## src/rtl/inference_result_packer.sv

```systemverilog
`default_nettype none
// ============================================================================
//  Module   : inference_result_packer
//  Purpose  : Takes one frame of NUM_CROPS parallel CNN results and sends them
//             out LSB-first as OUT_WIDTH-bit AXI4-Stream words. The last word
//             is zero-padded, TUSER marks the first word and TLAST the last.
//  Option   : RESULT_PACKER_HEADER_EN - send a header word (frame count at
//             capture, NUM_CROPS) ahead of the payload.
//  Revision : 1.0 - initial release
// ============================================================================
module inference_result_packer #(
    parameter int NUM_CROPS = 5,
    parameter int IN_WIDTH  = 160,
    parameter int OUT_WIDTH = 256,
    parameter int CNT_WIDTH = 32
) (
    input  logic                 clk,
    input  logic                 ap_rst_n,
    input  logic                 s_axis_tvalid,
    output logic                 s_axis_tready,
    input  logic [IN_WIDTH-1:0]  s_axis_tdata [NUM_CROPS-1:0],
    output logic                 m_axis_tvalid,
    input  logic                 m_axis_tready,
    output logic [OUT_WIDTH-1:0] m_axis_tdata,
    output logic                 m_axis_tlast,
    output logic                 m_axis_tuser,
    output logic [CNT_WIDTH-1:0] frame_count,
    output logic                 busy
);

    localparam int c_TOTAL_BITS = NUM_CROPS * IN_WIDTH;
    localparam int c_PAY_WORDS  = (c_TOTAL_BITS + OUT_WIDTH - 1) / OUT_WIDTH;
`ifdef RESULT_PACKER_HEADER_EN
    localparam int c_HDR_WORDS  = 1;
`else
    localparam int c_HDR_WORDS  = 0;
`endif
    localparam int c_NUM_WORDS  = c_PAY_WORDS + c_HDR_WORDS;
    localparam int c_BUF_W      = c_NUM_WORDS * OUT_WIDTH;
    localparam int c_IDX_W      = (c_NUM_WORDS > 1) ? $clog2(c_NUM_WORDS) : 1;
    localparam logic [c_IDX_W-1:0] c_LAST_IDX = c_IDX_W'(c_NUM_WORDS - 1);

    typedef enum logic [0:0] {
        ST_IDLE = 1'b0,
        ST_SEND = 1'b1
    } state_t;

    state_t               r_state;
    logic [c_BUF_W-1:0]   r_buf;
    logic [c_IDX_W-1:0]   r_idx;
    logic                 r_s_tready;
    logic                 r_m_tvalid;
    logic                 r_tlast;
    logic                 r_tuser;
    logic                 r_busy;
    logic [CNT_WIDTH-1:0] r_frame_count;

    logic [c_BUF_W-1:0]   w_capture;
    logic [c_IDX_W-1:0]   w_idx_nxt;
    logic                 w_accept;
    logic                 w_is_last;

    assign w_accept  = r_m_tvalid & m_axis_tready;
    assign w_is_last = (r_idx == c_LAST_IDX);
    assign w_idx_nxt = r_idx + c_IDX_W'(1);

    // Lay the crops out LSB-first behind the optional header; padding stays 0
    always_comb begin
        w_capture = '0;
        for (int k = 0; k < NUM_CROPS; k++) begin
            w_capture[c_HDR_WORDS*OUT_WIDTH + k*IN_WIDTH +: IN_WIDTH] = s_axis_tdata[k];
        end
`ifdef RESULT_PACKER_HEADER_EN
        w_capture[CNT_WIDTH-1:0]   = r_frame_count;
        w_capture[CNT_WIDTH +: 16] = 16'(NUM_CROPS);
`endif
    end

    // Capture/send FSM; the buffer shifts down one word per accepted beat so
    // the current output word always sits in the low OUT_WIDTH bits
    always_ff @(posedge clk or negedge ap_rst_n) begin
        if (!ap_rst_n) begin
            r_state       <= ST_IDLE;
            r_buf         <= '0;
            r_idx         <= '0;
            r_s_tready    <= 1'b0;
            r_m_tvalid    <= 1'b0;
            r_tlast       <= 1'b0;
            r_tuser       <= 1'b0;
            r_busy        <= 1'b0;
            r_frame_count <= '0;
        end else begin
            case (r_state)
                ST_IDLE: begin
                    r_s_tready <= 1'b1;
                    r_busy     <= 1'b0;
                    if (r_s_tready && s_axis_tvalid) begin
                        r_buf      <= w_capture;
                        r_idx      <= '0;
                        r_m_tvalid <= 1'b1;
                        r_tuser    <= 1'b1;
                        r_tlast    <= (c_NUM_WORDS == 1);
                        r_s_tready <= 1'b0;
                        r_busy     <= 1'b1;
                        r_state    <= ST_SEND;
                    end
                end
                ST_SEND: begin
                    if (w_accept) begin
                        if (w_is_last) begin
                            r_buf         <= '0;
                            r_idx         <= '0;
                            r_m_tvalid    <= 1'b0;
                            r_tlast       <= 1'b0;
                            r_tuser       <= 1'b0;
                            r_s_tready    <= 1'b1;
                            r_busy        <= 1'b0;
                            r_frame_count <= r_frame_count + CNT_WIDTH'(1);
                            r_state       <= ST_IDLE;
                        end else begin
                            r_buf   <= r_buf >> OUT_WIDTH;
                            r_idx   <= w_idx_nxt;
                            r_tuser <= 1'b0;
                            r_tlast <= (w_idx_nxt == c_LAST_IDX);
                        end
                    end
                end
                default: r_state <= ST_IDLE;
            endcase
        end
    end

    assign s_axis_tready = r_s_tready;
    assign m_axis_tvalid = r_m_tvalid;
    assign m_axis_tdata  = r_buf[OUT_WIDTH-1:0];
    assign m_axis_tlast  = r_tlast;
    assign m_axis_tuser  = r_tuser;
    assign frame_count   = r_frame_count;
    assign busy          = r_busy;

endmodule
`default_nettype wire

```

## config.mk

```make
export PLATFORM = sky130hd
export DESIGN_NAME = inference_result_packer
export DESIGN_NICKNAME = d
export VERILOG_FILES = /design/src/rtl/inference_result_packer.sv
export SDC_FILE = /design/constraint.sdc
export NUM_CORES = 2
export LEC_CHECK = 0
export CORE_AREA = 3 3 423 425
export CTS_BUF_LIST = sky130_fd_sc_hd__clkbuf_8
export DETAILED_ROUTE_END_ITERATION = 8
export DIE_AREA = 0 0 426 428
export PLACE_DENSITY = 0.52
export SLEW_MARGIN = 15
export SYNTH_ARGS = -nofsm -noshare
export SYNTH_HDL_FRONTEND = slang
export SYNTH_SLANG_ARGS = --single-unit
```

## constraint.sdc

```tcl
create_clock -name clk -period 2.6 [get_ports clk]
set_input_delay 0.52 -clock clk [delete_from_list [all_inputs] [get_ports clk]]
set_output_delay 0.52 -clock clk [all_outputs]
set_load 0.02 [all_outputs]
```

==> impl_metrics.csv <==
group,metric,value,unit
setup_path,cp_num_buf_inv,1,
final_layout,postLayoutCoreUtil,29.6,%
detailed_routing,vias,30387,
clock_tree,cts.clk_slew.worst_paths,0.06,ns
sta,fin_ws,0.116,ns
synthesis,synth_cell_types,31,
detailed_routing,vias_per_cell,4.50,
status,status,"complete, no violations",
synthesis,synthTopCellsByCount,"840 x dfrtp_1, 565 x nand2_1, 543 x a22oi_1",
final_layout,syn2layout_area_growth,43.9,%
setup_path,cpMaxStageDelayCell,"clkdlybuf4s50_1",
detailed_routing,drt_wl_total,167000,microns
setup_path,cp-start-kind,"flop",
clock_tree,cts_root_buffer,"clkbuf_8",
synthesis,yosysTopAreaCell,"dfrtp_1",
sta,rsz0062_at_grt,"no",
global_routing,grt_usage,17.8,%
floorplanning,rows,154,
floorplanning,start_util,20.6,%
synthesis,synthesis.nets,4217,
final_layout,fin_cells,6760,
power,fin_total_pwr,65.0,mW
synthesis,ys.flop_type,"dfrtp_1",
clock_tree,clock_latency,0.90,ns
sta,fin_crit,2.48,ns
clock_tree,cts-buffers-inserted,159,
synthesis,seq_area_frac_synth,58.2,%
detailed_routing,drc,0,
hold_path,hold_class,"in -> async",
clock_tree,cts-htree-levels,4,
sta,hold_viol,0,
detailed_routing,ant_nets,0,
power,vdd_drop_max,0.536,mV
placed_design,routabilityCongestion,0.897,
final_layout,fillers,18306,
sta,setup_viol,0,
synthesis,yosysWarnings,0,
clock_tree,cts_setup_buffers,0,
setup_path,cp_max_fo,2,
synthesis,synth_cells,3410,
global_routing,grt_max_degree,117,
floorplanning,num_io_pins,1097,
final_layout,layout.nets,5068,
detailed_routing,dr.pass1.iters,8,
detailed_routing,wire_per_inst,24.8,microns
power,powerDensity,1250,nW/um^2
synthesis,ys_async_sr_fraction,100,%
global_routing,grt_overflow,0,
sta,period_share,95.5,%
sta,tightest_slew,0.924,ns
sta,fmax,403,MHz
synthesis,synth-seq-cells,840,
setup_path,crit_family,"buffers and inverters",
synthesis,ys_top_cells_by_area,"dfrtp_1 58%, a22oi_1 11%, a22o_1 6.2%, o21ai_0 6.0%, nand2_1 5.9%",
floorplanning,die_w,426,microns
clock_tree,cts_buffer_depth,3,
floorplanning,core_region_area,176000,sq um
global_routing,grt_antenna_before_repair,69,
synthesis,syn_area,36100,sq um
floorplanning,dieArea,182000,sq um
job,drv_cap,0,
sta,tns,0,ns
floorplanning,die_h,428,microns
power,p_leak,21.9,nW
placed_design,dpl.hpwl,129000,microns
detailed_routing,first_iter_violations,2452,
sta,relSlewSlack,38.4,%
placed_design,dp_cells,6439,
placed_design,port_buffers,1096,
setup_path,arrival,1.96,ns
clock_tree,clkSinkCount,840,
placed_design,dpl_worst_slack,0.160,ns
sta,slew_viol_final,0,
setup_path,cp_cell_sequence,"clkdlybuf4s50_1",
synthesis,synth-edff-count,0,
global_routing,grt_pass1_vias,30151,
setup_path,required,2.08,ns
final_layout,drive_above_1_share,8.50,%
setup_path,cp-end-kind,"primary output",
global_routing,grt_pass1_wl,234000,microns
synthesis,yosysMostFrequentCell,"dfrtp_1",
synthesis,syn_area_per_cell,10.6,sq um
clock_tree,cts_tree,"yes",
setup_path,crit_path_max_incr_delay,0.73,ns
synthesis,synth_top_area_share,58.2,%
setup_path,crit_type,"reg -> out",
sta,skew,0.0492,ns
cell families (layout without fill, tap and decap cells):
| family | count (synthesis) | count (layout) | synth area share, % |
|---|---|---|---|
| AOI/OAI and AO/OA | 1349 | 1349 | 25.2 |
| xor gates and xnor gates | 31 | 31 | 0.752 |
| adders and majority gates | 3 | 3 | 0.104 |
| buffers and inverters | 560 | 1526 | 8.91 |
| DFF | 840 | 840 | 58.2 |
| other | 0 | 44 | 0 |
| and+or+nand+nor | 627 | 627 | 6.87 |
final cells by class:
cell class / instances / area [sq um] / share of cell area, %
clock inverter: 83 / 552 / 1.06
inverter: 3 / 18.8 / 0.0361
clock buffer: 193 / 2660 / 5.11
sequential: 840 / 21000 / 40.4
tap: 2340 / 2930 / 5.63
antenna: 44 / 110 / 0.212
timing repair buffer: 1247 / 12800 / 24.6
multi-input combinational: 2010 / 11900 / 22.9
layout by cell type (no fill, tap or decap), types with 2 or more instances in the layout:
cell type and n:
dfrtp_1 840, ha_1 3, diode_2 44, buf_4 92
clkinv_8 2, and2_1 4, buf_12 58, xnor2_1 22
nor2_1 9, a22o_1 256, o21ai_0 430, dlygate4sd2_1 40
a22oi_1 543, o21ai_1 117, and4_1 7, nand4_1 10
clkinvlp_4 3, clkdlybuf4s50_1 1054, xor2_1 9, inv_8 6
clkbuf_8 193, nor3_1 4, inv_6 4, nand2_1 565
clkinv_2 2, inv_1 63, nand3_1 17, bufinv_16 5
and3_1 4
path summary, 6_finish.rpt:
path                                         from                      to  slack (ns)  cells past startpoint
max                        r_buf[143]$_DFFE_PN0P_       m_axis_tdata[143]        0.12                      1
min                                      ap_rst_n  r_buf[783]$_DFFE_PN0P_        0.17                      2
max reg2reg                  r_idx[0]$_DFFE_PN0P_  r_buf[541]$_DFFE_PN0P_        0.33                      6
min reg2reg                 r_buf[96]$_DFFE_PN0P_   r_buf[96]$_DFFE_PN0P_        0.47                      2
max in group asynchronous                ap_rst_n  r_buf[365]$_DFFE_PN0P_        1.44                      3
min in group clk                s_axis_tdata[545]  r_buf[545]$_DFFE_PN0P_        0.23                      2
flip-flops by register name, indices dropped and copies added, names as in the netlist:
signal	flops
r_idx	2
m_axis_tuser	1
m_axis_tvalid	1
r_state	1
frame_count	32
r_buf	800
busy	1
s_axis_tready	1
m_axis_tlast	1
power breakdown:
| group | switching (mW) | internal (mW) | total, mW |
|---|---|---|---|
| Sequential | 4.22 | 19.2 | 23.4 |
| Combinational | 16.6 | 11.8 | 28.3 |
| Clock | 6.09 | 7.22 | 13.3 |
layer usage:
layer	vias up	track usage [%]	wire length, microns
met5	-	0	166
met4	24	6.13	4460
met3	244	4.96	10800
met2	1024	28.8	81300
met1	15241	22.7	70700
li1	13854	-	-
repair_timing:
action	CTS	global route
hold buffers	1	0
cloned	0	0
gates resized for setup	40	1
endpoints found under the hold margin	196	0
endpoints found under the setup margin	40	1
stage by stage:
step                      cell area, sq um  hold WS [ns]
after floorplan                      36100         0.224
after global placement               48700         0.460
after detailed placement             48700         0.464
after CTS                            51900        0.0758
after global routing                 51900         0.111
final                                52000         0.170
(Power assumes the default switching activity.)
